[src/rtl/fp_to_fixed_serial.sv]
// fp_to_fixed_serial: IEEE-754 single -> signed Q(W-F).F fixed point.
// The significand is shifted one bit per cycle, so latency tracks the
// exponent distance from the fixed-point binary point. Out-of-range values
// saturate and flag ovf; tiny values and zero/denormals flush to 0.
module fp_to_fixed_serial #(
    parameter int W = 32,
    parameter int F = 16
) (
    input  logic         clk,
    input  logic         rst,
    input  logic         in_valid,
    output logic         in_ready,
    input  logic [31:0]  in,
    output logic         out_valid,
    input  logic         out_ready,
    output logic [W-1:0] out,
    output logic         ovf,
    output logic         busy
);

    typedef enum logic [1:0] {
        S_IDLE  = 2'd0,
        S_SHIFT = 2'd1,
        S_DONE  = 2'd2
    } state_t;

    // Shift distance s = exp - (150 - F): exponent bias plus the 23 mantissa
    // bits, offset by the fractional bits of the destination format.
    localparam logic signed [9:0] BIAS   = 10'(150 - F);
    // 23 + s >= W-1 would put the leading one on or above the sign bit.
    localparam logic signed [9:0] SAT_S  = 10'(W - 24);
    // s <= -24 shifts the leading one entirely out of the result.
    localparam logic signed [9:0] ZERO_S = -10'sd24;

    localparam logic [W-1:0] MAX_POS = {1'b0, {(W-1){1'b1}}};
    localparam logic [W-1:0] MAX_NEG = {1'b1, {(W-1){1'b0}}};

    state_t         state_q, state_d;
    logic [W-1:0]   mag_q, mag_d;
    logic [9:0]     count_q, count_d;
    logic           left_q, left_d;
    logic           sign_q, sign_d;
    logic [W-1:0]   out_q, out_d;
    logic           ovf_q, ovf_d;

    logic [7:0]          exp_f;
    logic signed [9:0]   s;
    logic [9:0]          abs_s;
    logic [W-1:0]        sig_ext;
    logic [W-1:0]        shifted;
    logic                is_zero;
    logic                is_sat;

    // Two's-complement apply of the sign; a negative zero magnitude stays 0.
    function automatic logic [W-1:0] apply_sign(input logic neg, input logic [W-1:0] m);
        return neg ? ('0 - m) : m;
    endfunction

    // Input-word decode and range classification, evaluated every cycle.
    always_comb begin
        exp_f   = in[30:23];
        s       = $signed({2'b00, exp_f}) - BIAS;
        abs_s   = s[9] ? 10'(-s) : s;
        sig_ext = {{(W-24){1'b0}}, 1'b1, in[22:0]};
        is_sat  = (exp_f == 8'hFF) || (s >= SAT_S);
        is_zero = (exp_f == 8'h00) || (s <= ZERO_S);
        shifted = left_q ? (mag_q << 1) : (mag_q >> 1);
    end

    // Next-state and datapath update for the accept/shift/hold sequence.
    always_comb begin
        state_d = state_q;
        mag_d   = mag_q;
        count_d = count_q;
        left_d  = left_q;
        sign_d  = sign_q;
        out_d   = out_q;
        ovf_d   = ovf_q;
        unique case (state_q)
            S_IDLE: begin
                if (in_valid) begin
                    sign_d = in[31];
                    if (is_sat) begin
                        out_d   = in[31] ? MAX_NEG : MAX_POS;
                        ovf_d   = 1'b1;
                        state_d = S_DONE;
                    end else if (is_zero) begin
                        out_d   = '0;
                        ovf_d   = 1'b0;
                        state_d = S_DONE;
                    end else if (s == 10'sd0) begin
                        out_d   = apply_sign(in[31], sig_ext);
                        ovf_d   = 1'b0;
                        state_d = S_DONE;
                    end else begin
                        mag_d   = sig_ext;
                        count_d = abs_s;
                        left_d  = ~s[9];
                        state_d = S_SHIFT;
                    end
                end
            end
            S_SHIFT: begin
                mag_d   = shifted;
                count_d = count_q - 10'd1;
                // The final shift and the sign application share one edge, so
                // the result lands together with the DONE transition.
                if (count_q == 10'd1) begin
                    out_d   = apply_sign(sign_q, shifted);
                    ovf_d   = 1'b0;
                    state_d = S_DONE;
                end
            end
            S_DONE: begin
                if (out_ready) begin
                    state_d = S_IDLE;
                end
            end
            default: begin
                state_d = S_IDLE;
            end
        endcase
    end

    // State register with synchronous reset; reset drops any conversion in flight.
    always_ff @(posedge clk) begin
        if (rst) begin
            state_q <= S_IDLE;
            mag_q   <= '0;
            count_q <= '0;
            left_q  <= 1'b0;
            sign_q  <= 1'b0;
            out_q   <= '0;
            ovf_q   <= 1'b0;
        end else begin
            state_q <= state_d;
            mag_q   <= mag_d;
            count_q <= count_d;
            left_q  <= left_d;
            sign_q  <= sign_d;
            out_q   <= out_d;
            ovf_q   <= ovf_d;
        end
    end

    assign in_ready  = (state_q == S_IDLE);
    assign busy      = (state_q != S_IDLE);
    assign out_valid = (state_q == S_DONE);
    assign out       = out_q;
    assign ovf       = ovf_q;

endmodule

[config.mk]
export PLATFORM = sky130hd
export DESIGN_NAME = fp_to_fixed_serial
export DESIGN_NICKNAME = d
export VERILOG_FILES = /design/src/rtl/fp_to_fixed_serial.sv
export SDC_FILE = /design/constraint.sdc
export NUM_CORES = 1
export LEC_CHECK = 0
export ABC_CLOCK_PERIOD_IN_PS = 11050
export CORE_UTILIZATION = 50
export CTS_BUF_LIST = sky130_fd_sc_hd__clkbuf_4 sky130_fd_sc_hd__clkbuf_8 sky130_fd_sc_hd__clkbuf_16
export CTS_CLUSTER_DIAMETER = 200
export DETAILED_ROUTE_END_ITERATION = 10
export PLACE_DENSITY = 0.76
export SLEW_MARGIN = 10
export SYNTH_ARGS = -nofsm -noshare
export SYNTH_HDL_FRONTEND = slang
export SYNTH_SLANG_ARGS = --single-unit
[constraint.sdc]
create_clock -name clk -period 11.05 [get_ports clk]
set_input_delay 3.315 -clock clk [delete_from_list [all_inputs] [get_ports clk]]
set_output_delay 3.315 -clock clk [all_outputs]
set_load 0.02 [all_outputs]
==> flow_summary.json <==
{
  "ctsHoldBuffers": 0,
  "fmaxAchievable_ghz": 0.1459,
  "arrival_ns": 7.07,
  "status": "finished clean",
  "rr_worst_depth": 7,
  "first_global_vias": 5569,
  "synth_top_area_share": 0.2770,
  "tightest_slew_ns": 1.130,
  "post-cts-setup-buffers": 0,
  "nets": 837,
  "setup_violations": 0,
  "rrSetupSlack_ns": 7.73,
  "n_antenna_cell": 0,
  "cp-startpoint": "in[27]",
  "finalMaxSlewViolations": 0,
  "drive_gt1_frac": 0.05890,
  "syn_to_final_growth_pct": 18.32,
  "finalPower_mw": 0.8644,
  "worstReg2RegEnd": "out[30]",
  "yosysUniqueCellTypes": 66,
  "synth_area_mm2": 0.005709,
  "rows": 38,
  "synth_edf_count": 0,
  "clk_path_buf_depth": 2,
  "cts-root-buf": "clkbuf_16",
  "synth_compound_gate_area_share": 0.3016,
  "numCtsBuffers": 9,
  "io_buffers": 71,
  "regToRegStartpoint": "state_q[0]",
  "core_mm2": 0.01098,
  "fp.dieArea_mm2": 0.01185,
  "yosys.area.top_type": "dfxtp_1",
  "die_h_um": 108.9,
  "ctsResizeCount": 0,
  "ant_nets": 0,
  "initial_utilization": 0.5198,
  "cts_tree": "built",
  "overflow": 0,
  "worst_slack_ns": 4.195,
  "path_clk_slew_ns": 0.06,
  "powerDensity_mw_per_mm2": 128.0,
  "post-dp-hpwl_mm": 11.79,
  "routed_wl_mm": 17.62,
  "grt_pass1_wl_mm": 27.81,
  "syn_area_per_cell_um2": 7.502,
  "drc": 0,
  "synth_area_leaders": "dfxtp_1 (28%), o21ai_0 (6.3%), a21oi_1 (5.5%)",
  "path_max_fanout": 18,
  "grt_max_degree": 78,
  "synthCells": 761,
  "initialDrtViolationCount": 592,
  "vias": 6044,
  "fin_util": 0.6151,
  "fin_skew_ns": 0.008494,
  "rsz0062_at_grt": "false",
  "antenna_found_initial": 0,
  "synth-adder-area-share": 0.01753,
  "fin_crit_sh": 0.6204,
  "ys_seq_area_frac": 0.2770,
  "tns_ns": 0,
  "synth-simple-area-share": 0.2156,
  "die-width_um": 108.9,
  "final.min_clock_period_ns": 6.855,
  "ios": 72,
  "p_leak_nw": 2.254,
  "relSlewSlack": 0.2453,
  "maxCapViolations": 0,
  "worstSetupStartpointType": "input pin",
  "syn_nets": 805,
  "clk_latency_ns": 0.35,
  "ys_ff_latch": 79,
  "worst-setup-path-type": "input pin to flop",
  "viasPerCell": 6.443,
  "cts_htree_levels": 3,
  "hold_viol_final": 0,
  "critPathRequiredTime_ns": 11.27,
  "synth-xor-area-share": 0.06903,
  "ir_drop_mv": 0.1341,
  "clock_sinks": 79,
  "dp_cells": 922,
  "stdcell_count": 938,
  "ys_warn_count": 0,
  "async_flop_share": 0,
  "yosys_most_used_dff": "dfxtp_1",
  "gr-usage-all-layers": 0.3050,
  "muxShareOfSynthArea": 0.06728,
  "post-place-ws_ns": 3.652,
  "place.gp.congestion": 0.9346,
  "crit_path_end_kind": "flop",
  "dr.pass1.iters": 5,
  "crit_end": "out[30]",
  "worstHoldPathType": "flop to flop",
  "wl_per_cell_um": 18.79,
  "synth_top_family_by_area": "compound AO/OA/AOI/OAI gates"
}
==> cell type report <==
type | instances | area, um^2
fillers | 968 | 4228
multi-input cells | 610 | 3850
flip-flops and latches | 79 | 1583
repair buffers | 78 | 758.2
clock buffers | 13 | 267.8
well taps | 140 | 175.2
clock inverters | 3 | 65.06
inverters | 15 | 56.30
==> per-layer routing <==
layer  part of all wire  vias to the layer above  GRT usage  wire length [um]
met5                  0                        -          0                 0
met4              0.024                        0     0.1245               417
met3              0.077                       32    0.06455              1354
met2               0.47                      299     0.4955              8320
met1               0.43                     2836     0.3914              7530
li1                   -                     2877          -                 -
==> logic make-up (layout without fill, tap and decap cells) <==
logic type,count (synthesis),in the layout
multiplexers,37,37
flip-flops,79,79
adder cells (fa/ha/maj),8,8
XOR/XNOR,45,45
AND/OR/NAND/NOR,252,252
buffers and inverters,72,109
AO/OA/AOI/OAI,268,268
==> synthesized netlist by cell type (10+ instances only) <==
cell and instances:
mux2_2 11, xor2_1 23, a31oi_1 13, xnor2_1 22, inv_1 14, nand2_1 81
clkbuf_1 40, nor3_1 23, mux2i_1 26, o21ai_0 72, nand3_1 11, a22oi_1 15
a21oi_1 63, nor2_1 61, o211ai_1 33, nand2b_1 10, dfxtp_1 79
==> where the power goes <==
part           switching [mW]  internal [mW]
sequential             0.0175          0.301
clock                   0.120          0.215
combinational           0.125         0.0856
==> metrics by stage <==
stage | instance area [um^2] | hold WS [ns]
CTS | 6754 | 0.4738
detailed placement | 6421 | 0.4655
finish | 6755 | 0.4684
global placement | 6421 | 0.4629
global route | 6755 | 0.4908
floorplan | 5709 | 0.4497
==> worst max-delay path: stages <==
cell	delay, ns
clkdlybuf4s50_1	0.54
or4_1	0.66
nor4b_1	0.44
a311o_1	0.20
o31a_1	0.61
o31a_1	0.58
a21boi_1	0.54
o21ai_0	0.18
==> flip-flops by register name, summed over array words and instances (netlist names) <==
signal / cells
count_q: 10
left_q: 1
state_q: 2
ovf: 1
out: 32
sign_q: 1
mag_q: 32
==> cells in the final DEF, fill, tap and decap left out, types with 9 or more instances in the layout <==
master / synthesis / routed
a22oi_1: 15 / 15
mux2_2: 11 / 11
nand2_1: 81 / 81
a31oi_1: 13 / 13
xnor2_1: 22 / 22
a21oi_1: 63 / 63
mux2i_1: 26 / 26
nor4_1: 9 / 9
a22o_1: 9 / 9
nand2b_1: 10 / 10
nor4b_1: 9 / 9
nor2_1: 61 / 61
o21ai_0: 72 / 72
nand3_1: 11 / 11
dfxtp_1: 79 / 78
clkbuf_16: 0 / 9
clkdlybuf4s50_1: 0 / 70
inv_1: 14 / 14
xor2_1: 23 / 23
nor3_1: 23 / 23
o211ai_1: 33 / 33
==> how the worst min path moves through the flow <==
| stage | start | endpoint | slack, ns | cells after the start |
|---|---|---|---|---|
| floorplan | count_q[9] | count_q[9] | 0.45 | 1 |
| global placement | out[2] | out[2] | 0.46 | 2 |
| detailed placement | out[22] | out[22] | 0.47 | 2 |
| CTS | out[22] | out[22] | 0.47 | 2 |
| global route | out[23] | out[23] | 0.49 | 2 |
| finish | out[22] | out[22] | 0.47 | 2 |
(Power assumes the default switching activity.)
